==> src/rtl/input_loader_pkg.sv <==
// Shared types and widths for the input loader slice.
// Codebase-wide buffer widths live here so every file sees the same values.
package input_loader_pkg;

    localparam int unsigned DATA_WIDTH = 32;
    localparam int unsigned ADDR_WIDTH = 8;

    typedef enum logic [1:0] {
        LD_IDLE,
        LD_LOAD,
        LD_LAST
    } ld_state_e;

    // A single-lane word still needs a one-bit counter to stay a legal vector.
    function automatic int unsigned lane_cnt_width(input int unsigned pack);
        return (pack > 1) ? $clog2(pack) : 1;
    endfunction

endpackage

==> src/rtl/input_loader_if.sv <==
// Valid/ready element stream feeding the loader.
interface input_loader_if #(
    parameter int unsigned IN_WIDTH = 8
);
    logic                s_valid;
    logic                s_ready;
    logic [IN_WIDTH-1:0] s_data;

    modport master (output s_valid, output s_data, input s_ready);
    modport slave  (input s_valid, input s_data, output s_ready);
endinterface

==> src/rtl/input_loader_lane_packer.sv <==
// Assembles PACK narrow elements into one word, lane 0 in the low bits.
module lane_packer #(
    parameter int unsigned IN_WIDTH = 8,
    parameter int unsigned PACK     = 4,
    parameter int unsigned LANE_W   = 2
) (
    input  logic                     clk,
    input  logic                     rst_n,
    input  logic                     push,
    input  logic                     clear,
    input  logic [IN_WIDTH-1:0]      elem,
    output logic [PACK*IN_WIDTH-1:0] word,
    output logic                     word_done
);

    localparam logic [LANE_W-1:0] LAST_LANE = LANE_W'(PACK - 1);

    logic [PACK-1:0][IN_WIDTH-1:0] lanes_q, lanes_d;
    logic [LANE_W-1:0]             lane_q,  lane_d;

    // The word presented includes the element being pushed this cycle, so the
    // final lane never has to round-trip through the register.
    always_comb begin
        lanes_d         = lanes_q;
        lanes_d[lane_q] = elem;
        word            = lanes_d;
        word_done       = push && (lane_q == LAST_LANE);
        lane_d          = lane_q;
        if (clear) begin
            lane_d = '0;
        end else if (push) begin
            lane_d = word_done ? '0 : lane_q + 1'b1;
        end
    end

    always_ff @(posedge clk or negedge rst_n) begin
        if (!rst_n) begin
            lanes_q <= '0;
            lane_q  <= '0;
        end else begin
            lane_q <= lane_d;
            if (clear) begin
                lanes_q <= '0;
            end else if (push) begin
                lanes_q <= lanes_d;
            end
        end
    end

endmodule

==> src/rtl/input_loader.sv <==
// Packs a stream of narrow elements into buffer words and writes one frame
// of num_words words at sequential addresses from base_addr.
module input_loader
    import input_loader_pkg::*;
#(
    parameter int unsigned LD_DATA_WIDTH = DATA_WIDTH,
    parameter int unsigned LD_ADDR_WIDTH = ADDR_WIDTH,
    parameter int unsigned IN_WIDTH      = 8
) (
    input  logic                     clk,
    input  logic                     rst_n,
    input  logic                     start,
    input  logic                     abort,
    input  logic [LD_ADDR_WIDTH-1:0] base_addr,
    input  logic [LD_ADDR_WIDTH:0]   num_words,
    input_loader_if.slave            s,
    output logic                     wr_en,
    output logic [LD_ADDR_WIDTH-1:0] wr_addr,
    output logic [LD_DATA_WIDTH-1:0] wr_data,
    output logic                     busy,
    output logic                     done
);

    localparam int unsigned PACK   = LD_DATA_WIDTH / IN_WIDTH;
    localparam int unsigned LANE_W = lane_cnt_width(PACK);
    localparam logic [LD_ADDR_WIDTH:0] ONE_WORD = (LD_ADDR_WIDTH + 1)'(1);

    if (LD_DATA_WIDTH % IN_WIDTH != 0) begin : g_width_check
        $error("input_loader: LD_DATA_WIDTH must be a multiple of IN_WIDTH");
    end

    ld_state_e                state_q, state_d;
    logic [LD_ADDR_WIDTH-1:0] addr_q;
    logic [LD_ADDR_WIDTH:0]   left_q;
    logic                     wr_en_q, done_q;
    logic [LD_ADDR_WIDTH-1:0] wr_addr_q;
    logic [LD_DATA_WIDTH-1:0] wr_data_q;

    logic                     ready;
    logic                     accept;
    logic                     clear;
    logic                     word_done;
    logic                     last_word;
    logic                     start_idle;
    logic [LD_DATA_WIDTH-1:0] word;

    assign accept     = s.s_valid && ready;
    assign last_word  = word_done && (left_q == ONE_WORD);
    assign start_idle = (state_q == LD_IDLE) && start;
    assign clear      = (state_q != LD_LOAD) || abort;

    lane_packer #(
        .IN_WIDTH (IN_WIDTH),
        .PACK     (PACK),
        .LANE_W   (LANE_W)
    ) u_packer (
        .clk       (clk),
        .rst_n     (rst_n),
        .push      (accept),
        .clear     (clear),
        .elem      (s.s_data),
        .word      (word),
        .word_done (word_done)
    );

    always_ff @(posedge clk or negedge rst_n) begin
        if (!rst_n) begin
            state_q <= LD_IDLE;
        end else begin
            state_q <= state_d;
        end
    end

    always_comb begin
        state_d = state_q;
        unique case (state_q)
            LD_IDLE: if (start && num_words != '0) state_d = LD_LOAD;
            LD_LOAD: begin
                if (abort) begin
                    state_d = LD_IDLE;
                end else if (last_word) begin
                    state_d = LD_LAST;
                end
            end
            LD_LAST: state_d = LD_IDLE;
            default: state_d = LD_IDLE;
        endcase
    end

    // Abort masks ready so an element offered in the abort cycle stays with the source.
    always_comb begin
        ready = (state_q == LD_LOAD) && !abort;
        busy  = (state_q != LD_IDLE);
    end

    assign s.s_ready = ready;

    always_ff @(posedge clk or negedge rst_n) begin
        if (!rst_n) begin
            addr_q    <= '0;
            left_q    <= '0;
            wr_en_q   <= 1'b0;
            wr_addr_q <= '0;
            wr_data_q <= '0;
            done_q    <= 1'b0;
        end else begin
            wr_en_q <= word_done;
            done_q  <= (start_idle && num_words == '0) || last_word;
            if (word_done) begin
                wr_addr_q <= addr_q;
                wr_data_q <= word;
                addr_q    <= addr_q + 1'b1;
                left_q    <= left_q - 1'b1;
            end
            if (start_idle) begin
                addr_q <= base_addr;
                left_q <= num_words;
            end
        end
    end

    assign wr_en   = wr_en_q;
    assign wr_addr = wr_addr_q;
    assign wr_data = wr_data_q;
    assign done    = done_q;

endmodule

==> src/flat_wrapper.sv <==
// flat-port wrapper written by rule: the top's interface ports become plain ports
module input_loader_flat import input_loader_pkg::*;
#(
    parameter int unsigned LD_DATA_WIDTH = DATA_WIDTH,
    parameter int unsigned LD_ADDR_WIDTH = ADDR_WIDTH,
    parameter int unsigned IN_WIDTH      = 8
)
  (clk, rst_n, start, abort, base_addr, num_words, wr_en, wr_addr, wr_data, busy, done, s_s_valid, s_s_data, s_s_ready);
  input_loader_if #(.IN_WIDTH(IN_WIDTH)) s_i ();
  input  logic clk;
  input  logic rst_n;
  input  logic start;
  input  logic abort;
  input  logic [LD_ADDR_WIDTH-1:0] base_addr;
  input  logic [LD_ADDR_WIDTH:0] num_words;
  output logic wr_en;
  output logic [LD_ADDR_WIDTH-1:0] wr_addr;
  output logic [LD_DATA_WIDTH-1:0] wr_data;
  output logic busy;
  output logic done;
  input wire logic [$bits(s_i.s_valid)-1:0] s_s_valid;
  input wire logic [$bits(s_i.s_data)-1:0] s_s_data;
  output wire logic [$bits(s_i.s_ready)-1:0] s_s_ready;
  assign s_i.s_valid = s_s_valid;
  assign s_i.s_data = s_s_data;
  assign s_s_ready = s_i.s_ready;
  input_loader #(.LD_DATA_WIDTH(LD_DATA_WIDTH), .LD_ADDR_WIDTH(LD_ADDR_WIDTH), .IN_WIDTH(IN_WIDTH)) u_core (.clk(clk), .rst_n(rst_n), .start(start), .abort(abort), .base_addr(base_addr), .num_words(num_words), .s(s_i), .wr_en(wr_en), .wr_addr(wr_addr), .wr_data(wr_data), .busy(busy), .done(done));
endmodule
==> config.mk <==
export PLATFORM = sky130hd
export DESIGN_NAME = input_loader_flat
export DESIGN_NICKNAME = d
export VERILOG_FILES = /design/src/rtl/input_loader_pkg.sv /design/src/rtl/input_loader_if.sv /design/src/rtl/input_loader_lane_packer.sv /design/src/rtl/input_loader.sv /design/src/flat_wrapper.sv
export SDC_FILE = /design/constraint.sdc
export NUM_CORES = 1
export LEC_CHECK = 0
export BUFFER_PORTS_ARGS = -buffer_cell sky130_fd_sc_hd__buf_4
export CORE_ASPECT_RATIO = 0.75
export CORE_MARGIN = 8
export CORE_UTILIZATION = 59
export DETAILED_ROUTE_END_ITERATION = 16
export PLACE_DENSITY = 0.93
export SYNTH_ARGS = -nofsm -noshare
export SYNTH_HDL_FRONTEND = slang
export SYNTH_SLANG_ARGS = --single-unit
==> constraint.sdc <==
create_clock -name clk -period 3.43 [get_ports clk]
set_input_delay 0 -clock clk [delete_from_list [all_inputs] [get_ports clk]]
set_output_delay 0 -clock clk [all_outputs]
set_load 0.01 [all_outputs]
==> results.cfg, run 1 <==
[setup_path]
reg2reg_slack_ns = 0.73
reg2regPathDepth = 6
critPathKind = flip-flop to flip-flop
required_ns = 3.65
worstPathMaxFanout = 77
r2r-end = u_core.addr_q[1]$_DFFE_PN0P_
start_kind = flip-flop
r2r_start = u_core.u_packer.lane_q[0]$_DFFE_PN0P_
arrival_ns = 2.91
crit_path_end_kind = flip-flop

[synth]
syn-num-nets = 458
syn_area_um2 = 4000
netlist_top_cells_count = nand2_1 (107), dfrtp_1 (87), o21ai_0 (37)
async_reset_ff_share_pct = 100
yosys.area.top_type = dfrtp_1
synth_top_area_share_pct = 54.4
synth_cell_types = 42
synth-main-ff-cell = dfrtp_1
synth.most_common_cell = nand2_1
synth-edff-count = 0
synth_cells = 421
ys_warn_count = 0
syn_avg_cell_area_um2 = 9.51
synth_area_leaders = dfrtp_1 (54%), nand2_1 (10%), mux2i_1 (6.5%)
yosys_register_bits = 87
ys_seq_area_share_pct = 54.4

[detailed_routing]
drt-initial-drc-count = 342
drt_pass1_iterations = 5
drc_errors = 0
via_count = 3504
drt-vias-per-instance = 5.99
wire_per_inst_um = 18.1
routed_wl_mm = 10.6
ant_nets = 0

[floorplanning]
start_util_pct = 59.7
die_area_um2 = 9700
ioPinCount = 74
coreArea_um2 = 6700
core.rowCount = 26
die_w_um = 111
die_h_um = 87.3

[timing]
finalHoldViolCount = 0
fin_crit_sh_pct = 78.6
grt_setup_unrepaired = no
fin_setup_tns_ns = 0
setup_viol = 0
drv_slew = 0
worstMarginPinSlew_ns = 1.07
worst_slack_ns = 0.733
max_freq_ghz = 0.371
fin_skew_ns = 0.00629
holdWs_ns = 0.0817
maxSlewHeadroom_pct = 29.0
min_period_ns = 2.70

[cells_and_area]
insertedDiodeCount = 0
fin_cells = 585
num-fill-cells = 414
area_growth_syn_to_layout_pct = 24.2
final_core_util_pct = 74.2
multiInputGateArea_um2 = 1640
ff_latch_area_um2 = 2180
drive_gt1_share_pct = 19.4
final_nets = 535
design_area_um2 = 4970

[grt]
grtUsageMet1_pct = 26.9
met2_usage_pct = 36.8
grt_pass1_wl_mm = 17.5
grt_max_degree = 88
antenna_found_initial = 0
grt_use_total_pct = 22.4
grt.overflow.total = 0
grt-busiest-layer = met2
grt_pass1_vias = 3488
use_met3_pct = 7.30

[power_and_ir_drop]
fin_total_pwr_mw = 2.13
p_leak_nw = 2.34
power.density_nw_per_um2 = 429
vdd_drop_max_v = 0.000201

[placed_design]
hpwl_mm = 6.79
gp_congestion = 0.882
pre_cts_ws_ns = 0.803
placed_area_um2 = 4520
dp.cells = 545
port_buffers = 73

[clock_network]
cts-htree-levels = 3
postCtsSetupRepairBufs = 0
numCtsBuffers = 9
cts_hold_buf = 26
cts.sinks = 87
cts.clk_slew.worst_paths_ns = 0.08
ctsRootBufferMaster = clkbuf_8
clock_path_buffers = 2
cts_tree = built
insertion_delay_ns = 0.35
post_cts_resized = 0

[status]
status = finished clean

[hold_path]
hold_end = u_core.left_q[3]$_DFFE_PN0P_
min_from = start
min_path_type = primary input to flip-flop
min_path_cells = 5

[flow_run]
max_cap_violations = 0
critical path, cell delays in order, from the launching register on:
cell,delay (ns)
dfrtp_1,0.43
ha_1,0.28
and2_1,0.21
nand2_4,0.54
clkinv_1,0.64
a22oi_1,0.31
o21ai_0,0.14
kinds of logic after synthesis:
logic type      count (synthesis)  synth area share, %
simple gates                  171                 19.5
flops                          87                 54.4
compound gates                 78                 11.2
buf+inv                        45                 4.72
mux                            26                 6.50
xor+xnor                        7                 1.53
fa+ha+maj                       7                 2.19
sequential cells by signal, indices dropped and copies added (netlist names):
name / flops
u_core.addr_q: 8
u_core.done: 1
u_core.left_q: 9
u_core.state_q: 2
u_core.u_packer.lane_q: 2
u_core.u_packer.lanes_q: 24
u_core.wr_addr: 8
u_core.wr_data: 32
u_core.wr_en: 1
per-layer routing:
layer  share of wire (%)  up-vias  wire, µm
met2                  48      183      5120
met3                 8.7       27       928
met5                   0        -         0
met4                 2.2        0       235
li1                    -     1582         -
met1                  41     1712      4320
area by class of cell:
cell class                 count  area share [%]
sequential                    87            43.8
clock buffer                  10            2.77
tap                           84            2.11
timing repair buffer         101            16.6
multi-input combinational    289            32.9
clock inverter                 4           0.957
inverter                      10           0.856
power by group:
part | total (mW) | internal (mW) | leakage, nW | switching (mW)
logic | 0.305 | 0.132 | 1.07 | 0.173
registers | 1.13 | 1.08 | 1.18 | 0.0557
clock network | 0.694 | 0.346 | 0.0940 | 0.348
cells in the final DEF (no fill, tap or decap), types with 2 or more instances in the layout:
cell type and n:
nor2_1 8, and2_1 2, clkbuf_8 10, mux2i_1 26
nor3_2 2, o21ai_1 2, ha_1 7, a221o_1 7
nor3_1 2, inv_1 8, xnor2_1 6, clkinv_2 2
nor4_1 6, a22oi_1 2, nand2_1 107, dfrtp_1 87
dlygate4sd3_1 26, nand2b_1 2, a21oi_1 24, o21ai_0 37
buf_4 75, nand3_1 32
worst max path at each step:
stage | start | end | depth (start not counted)
floorplan | u_core.state_q[1]$_DFFE_PN0P_ | u_core.left_q[4]$_DFFE_PN0P_ | 6
global placement | u_core.u_packer.lane_q[0]$_DFFE_PN0P_ | u_core.left_q[0]$_DFFE_PN0P_ | 6
detailed placement | u_core.u_packer.lane_q[0]$_DFFE_PN0P_ | u_core.left_q[0]$_DFFE_PN0P_ | 6
CTS | u_core.u_packer.lane_q[0]$_DFFE_PN0P_ | u_core.left_q[0]$_DFFE_PN0P_ | 6
global route | u_core.u_packer.lane_q[0]$_DFFE_PN0P_ | u_core.addr_q[1]$_DFFE_PN0P_ | 6
finish | u_core.u_packer.lane_q[0]$_DFFE_PN0P_ | u_core.addr_q[1]$_DFFE_PN0P_ | 6
Note: power is estimated with default switching activity, not from simulation.
==> run 2, diff against run 1 <==
--- a/config.mk
+++ b/config.mk
@@ -8,9 +8,9 @@
 export BUFFER_PORTS_ARGS = -buffer_cell sky130_fd_sc_hd__buf_4
 export CORE_ASPECT_RATIO = 0.75
 export CORE_MARGIN = 8
-export CORE_UTILIZATION = 59
+export CORE_UTILIZATION = 50
 export DETAILED_ROUTE_END_ITERATION = 16
-export PLACE_DENSITY = 0.93
+export PLACE_DENSITY = 0.85
 export SYNTH_ARGS = -nofsm -noshare
 export SYNTH_HDL_FRONTEND = slang
 export SYNTH_SLANG_ARGS = --single-unit
==> constraint.sdc (replaced) <==
create_clock -name clk -period 2.4 [get_ports clk]
set_input_delay 0 -clock clk [delete_from_list [all_inputs] [get_ports clk]]
set_output_delay 0 -clock clk [all_outputs]
set_load 0.01 [all_outputs]
==> results.cfg, run 2 (same netlist as run 1, synthesis figures left out) <==
[placed_design]
dp.cells = 574
gp_congestion = 0.860
port_buffers = 73
placed_area_um2 = 4620
hpwl_mm = 6.96

[clock_network]
cts.sinks = 87
insertion_delay_ns = 0.35
postCtsSetupRepairBufs = 0
clock_path_buffers = 2
ctsRootBufferMaster = clkbuf_8
cts.clk_slew.worst_paths_ns = 0.09
cts_tree = built
cts-htree-levels = 3
numCtsBuffers = 9

[detailed_routing]
drt-vias-per-instance = 5.56
drt-initial-drc-count = 366
ant_nets = 0
via_count = 3424
drt_pass1_iterations = 5
routed_wl_mm = 10.4
wire_per_inst_um = 16.9
drc_errors = 0

[floorplanning]
core.rowCount = 28
coreArea_um2 = 7810
start_util_pct = 51.2
die_w_um = 119
die_h_um = 93.5
ioPinCount = 74
die_area_um2 = 11200

[setup_path]
crit_path_end_kind = flip-flop
r2r-end = u_core.wr_data[27]$_DFFE_PN0P_
worstPathMaxFanout = 36
r2r_start = u_core.u_packer.lane_q[0]$_DFFE_PN0P_
critical_path.top_delay_family = simple AND/OR/NAND/NOR gates
critPathKind = flip-flop to flip-flop
reg2reg_slack_ns = 0.30
crit_path_frequent_cell = nand2_1
slowest_stage = dfrtp_1
arrival_ns = 2.35
start_kind = flip-flop
reg2regPathDepth = 7
critPathBufInv = 2
slowest_delay_ns = 0.44
required_ns = 2.65
path_cells = ha_1, and2_1, nand2_4, clkinv_1, buf_4, nand2_1, nand2_1

[grt]
antenna_found_initial = 0
grt_max_degree = 48
grt_pass1_wl_mm = 17.2
grt_pass1_vias = 3422
grt_use_total_pct = 19.1
grt.overflow.total = 0

[power_and_ir_drop]
vdd_drop_max_v = 0.000291
power.density_nw_per_um2 = 622
p_leak_nw = 2.40

[hold_path]
min_path_type = primary input to flip-flop
hold_end = u_core.u_packer.lanes_q[14]$_DFFE_PN0P_
min_path_cells = 3
min_from = s_s_valid

[timing]
drv_slew = 0
finalHoldViolCount = 0
fin_crit_sh_pct = 87.4
grt_setup_unrepaired = no
maxSlewHeadroom_pct = 57.4
worstMarginPinSlew_ns = 0.630
max_freq_ghz = 0.477
holdWs_ns = 0.0895
fin_skew_ns = 0.00635
min_period_ns = 2.10
setup_viol = 0
fin_setup_tns_ns = 0

[status]
status = finished clean

[cells_and_area]
design_area_um2 = 5100
final_nets = 543
area_growth_syn_to_layout_pct = 27.5
largest_reg_flops = 32
final_cell_mix = nand2_1 (107), dfrtp_1 (87), buf_4 (82)
fin_cells = 616
drive_gt1_share_pct = 20.9
num-fill-cells = 597
insertedDiodeCount = 0
layout_commonest_cell = nand2_1

[flow_run]
max_cap_violations = 0
-- run 2: cell count changes in the layout (fill, tap and decap cells not counted) --
cell	delta
buf_12	+1
buf_4	+7
bufinv_16	+1
clkbuf_8	-1
clkinv_2	-1
clkinvlp_4	+2
inv_6	+1
-- run 2: worst reg2reg max path: cells and delay by family, from the launching register on --
kind,cells,cell delay (ns)
adders and majority gates,1,0.27
and+or+nand+nor,4,0.66
DFF,1,0.44
buffers and inverters,2,0.63
-- run 2: what timing repair did --
| item | in CTS | in global routing |
|---|---|---|
| gates resized for setup | 0 | 0 |
| endpoints found under the hold margin | 96 | 0 |
| hold buffers | 26 | 0 |
-- run 2: power by group --
part,switching (mW),total [mW],internal [mW]
sequential,0.0802,1.62,1.54
combinational,0.245,0.440,0.195
clock,0.527,1.11,0.587
total,0.853,3.17,2.32
-- run 2: stage by stage --
stage	setup slack (ns)	util, %	total power [mW]
floorplan	0.705	-	1.87
global placement	0.455	59.2	2.02
detailed placement	0.344	59.2	2.04
CTS	0.336	65.3	3.19
global route	0.114	65.3	3.31
finish	0.303	65.3	3.17
-- run 2: layer usage --
layer | vias up | GRT usage [%] | share of wire (%)
li1 | 1592 | - | -
met1 | 1662 | 24.2 | 43
met2 | 146 | 29.9 | 47
met3 | 24 | 6.92 | 8.5
met4 | 0 | 6.74 | 2.0
met5 | - | 0 | 0
-- run 2: cell type report --
class	count	area [µm²]	share of cell area, %
flip-flops and latches	87	2180	42.7
inverters	10	42.5	0.834
clock inverters	7	96.3	1.89
repair buffers	109	896	17.6
multi-input cells	289	1640	32.1
clock buffers	9	124	2.43
well taps	105	131	2.57
-- run 2: how the worst max path moves through the flow --
stage | depth (start not counted) | endpoint | from | slack (ns)
after detailed placement | 7 | u_core.wr_data[27]$_DFFE_PN0P_ | u_core.u_packer.lane_q[0]$_DFFE_PN0P_ | 0.34
after global placement | 7 | u_core.wr_addr[6]$_DFFE_PN0P_ | u_core.u_packer.lane_q[0]$_DFFE_PN0P_ | 0.46
after global routing | 7 | u_core.wr_data[25]$_DFFE_PN0P_ | u_core.u_packer.lane_q[0]$_DFFE_PN0P_ | 0.11
after floorplan | 6 | u_core.left_q[4]$_DFFE_PN0P_ | u_core.state_q[1]$_DFFE_PN0P_ | 0.71
final | 7 | u_core.wr_data[27]$_DFFE_PN0P_ | u_core.u_packer.lane_q[0]$_DFFE_PN0P_ | 0.30
after CTS | 7 | u_core.wr_data[27]$_DFFE_PN0P_ | u_core.u_packer.lane_q[0]$_DFFE_PN0P_ | 0.34
==> run 3, diff against run 2 <==
--- a/config.mk
+++ b/config.mk
@@ -6,7 +6,6 @@
 export NUM_CORES = 1
 export LEC_CHECK = 0
 export BUFFER_PORTS_ARGS = -buffer_cell sky130_fd_sc_hd__buf_4
-export CORE_ASPECT_RATIO = 0.75
 export CORE_MARGIN = 8
 export CORE_UTILIZATION = 50
 export DETAILED_ROUTE_END_ITERATION = 16
==> results.cfg, run 3 (same netlist as run 1, synthesis figures left out) <==
[status]
status = finished clean

[setup_path]
crit_path_end = u_core.addr_q[1]$_DFFE_PN0P_
crit_path_end_kind = flip-flop
required_ns = 2.62
arrival_ns = 2.42
cp-startpoint = u_core.u_packer.lane_q[0]$_DFFE_PN0P_
worstPathMaxFanout = 32
critPathKind = flip-flop to flip-flop
r2r-end = u_core.addr_q[1]$_DFFE_PN0P_
r2r_start = u_core.u_packer.lane_q[0]$_DFFE_PN0P_
reg2regPathDepth = 6
start_kind = flip-flop
reg2reg_slack_ns = 0.20

[cells_and_area]
final_cell_mix = nand2_1 (107), dfrtp_1 (87), buf_4 (81)
multiInputGateArea_um2 = 1640
area_growth_syn_to_layout_pct = 26.5
final_core_util_pct = 65.5
design_area_um2 = 5060
largest_reg_flops = 32
final_nets = 541
drive_gt1_share_pct = 20.8
ff_latch_area_um2 = 2180
layout_commonest_cell = nand2_1
insertedDiodeCount = 0
num-fill-cells = 583

[timing]
maxSlewHeadroom_pct = 27.4
max_freq_ghz = 0.454
finalHoldViolCount = 0
worstMarginPinSlew_ns = 1.09
grt_setup_unrepaired = no
fin_skew_ns = 0.0105
fin_crit_sh_pct = 91.8
drv_slew = 0
fin_setup_tns_ns = 0
min_period_ns = 2.20
setup_viol = 0

[floorplanning]
start_util_pct = 51.8
core.rowCount = 32
ioPinCount = 74
coreArea_um2 = 7730
die_w_um = 105
die_h_um = 105
die_area_um2 = 11100

[detailed_routing]
topRoutingLayerUsed = met4
routed_wl_mm = 10.4
dr_wl_met3_um = 759
ant_nets = 0
wire_per_inst_um = 17.0
drt-initial-drc-count = 275
drc_errors = 0
wl_met2_mm = 5.15
m1WireLength_mm = 4.18
drt-vias-per-instance = 5.66
via_count = 3457
drt_pass1_iterations = 5

[clock_network]
insertion_delay_ns = 0.36
cts_tree = built
cts.clk_slew.worst_paths_ns = 0.09
ctsRootBufferMaster = clkbuf_8
numCtsBuffers = 9
cts-htree-levels = 3
cts.sinks = 87
clock_path_buffers = 2

[placed_design]
gp_congestion = 0.868
port_buffers = 73
placed_area_um2 = 4590
hpwl_mm = 6.89

[grt]
grt_pass1_vias = 3499
antenna_found_initial = 0
grt_max_degree = 88
grt_pass1_wl_mm = 17.3
grt_use_total_pct = 19.0
grt.overflow.total = 0

[power_and_ir_drop]
power.density_nw_per_um2 = 614
p_leak_nw = 2.37
vdd_drop_max_v = 0.000318

[hold_path]
min_path_type = primary input to flip-flop

[flow_run]
max_cap_violations = 0
[run 3: cell types whose count changed in the layout (fill, tap and decap cells not counted)]
| cell | delta |
|---|---|
| bufinv_16 | -1 |
| buf_4 | -1 |
| clkinvlp_4 | +2 |
| clkinv_1 | -1 |
| buf_12 | -1 |
| clkbuf_8 | +1 |
| clkinv_2 | -1 |
[run 3: critical path, stage by stage (launching register included)]
cell	delay, ns
dfrtp_1	0.43
ha_1	0.28
and2_1	0.22
nand2_4	0.30
clkinvlp_4	0.41
a22oi_1	0.30
o21ai_0	0.12
[run 3: layout make-up]
| type | count | area share, % |
|---|---|---|
| flip-flops and latches | 87 | 43.0 |
| multi-input cells | 289 | 32.3 |
| repair buffers | 107 | 17.2 |
| clock buffers | 10 | 2.72 |
| well taps | 102 | 2.52 |
| clock inverters | 6 | 1.36 |
| inverters | 10 | 0.914 |
[run 3: how the worst min path moves through the flow]
stage | cells after the start | from | endpoint | slack [ns]
floorplan | 0 | rst_n | u_core.addr_q[0]$_DFFE_PN0P_ | -0.30
global placement | 3 | base_addr[5] | u_core.addr_q[5]$_DFFE_PN0P_ | 0.21
detailed placement | 3 | base_addr[5] | u_core.addr_q[5]$_DFFE_PN0P_ | 0.22
CTS | 3 | s_s_valid | u_core.u_packer.lanes_q[4]$_DFFE_PN0P_ | 0.07
global route | 3 | s_s_valid | u_core.u_packer.lanes_q[2]$_DFFE_PN0P_ | 0.1
finish | 3 | s_s_valid | u_core.u_packer.lanes_q[4]$_DFFE_PN0P_ | 0.09
[run 3: what timing repair did]
action,in CTS,in global routing
endpoints found under the setup margin,0,3
gates resized for setup,0,1
buffers inserted,0,0
hold endpoints to repair,138,0
hold buffers,26,0
[run 3: where the power goes]
| group | total (mW) | switching, mW | internal, mW |
|---|---|---|---|
| Clock | 1.05 | 0.537 | 0.513 |
| Combinational | 0.445 | 0.251 | 0.195 |
| Sequential | 1.62 | 0.0771 | 1.54 |
| Total | 3.11 | 0.865 | 2.25 |
[run 3: through the flow]
stage	power, mW	setup slack (ns)	hold WS [ns]	cells
after global placement	2.02	0.243	0.206	569
final	3.11	0.198	0.0918	611
after CTS	3.11	0.0887	0.0719	611
after floorplan	1.87	0.705	-0.296	421
after detailed placement	2.04	0.103	0.223	569
after global routing	3.24	0.0681	0.0973	611
[run 3: routing by layer]
layer  vias to the layer above  track usage (%)
li1                       1594                -
met4                         0             8.05
met3                        31             4.69
met2                       161             31.0
met5                         -                0
met1                      1671             23.5
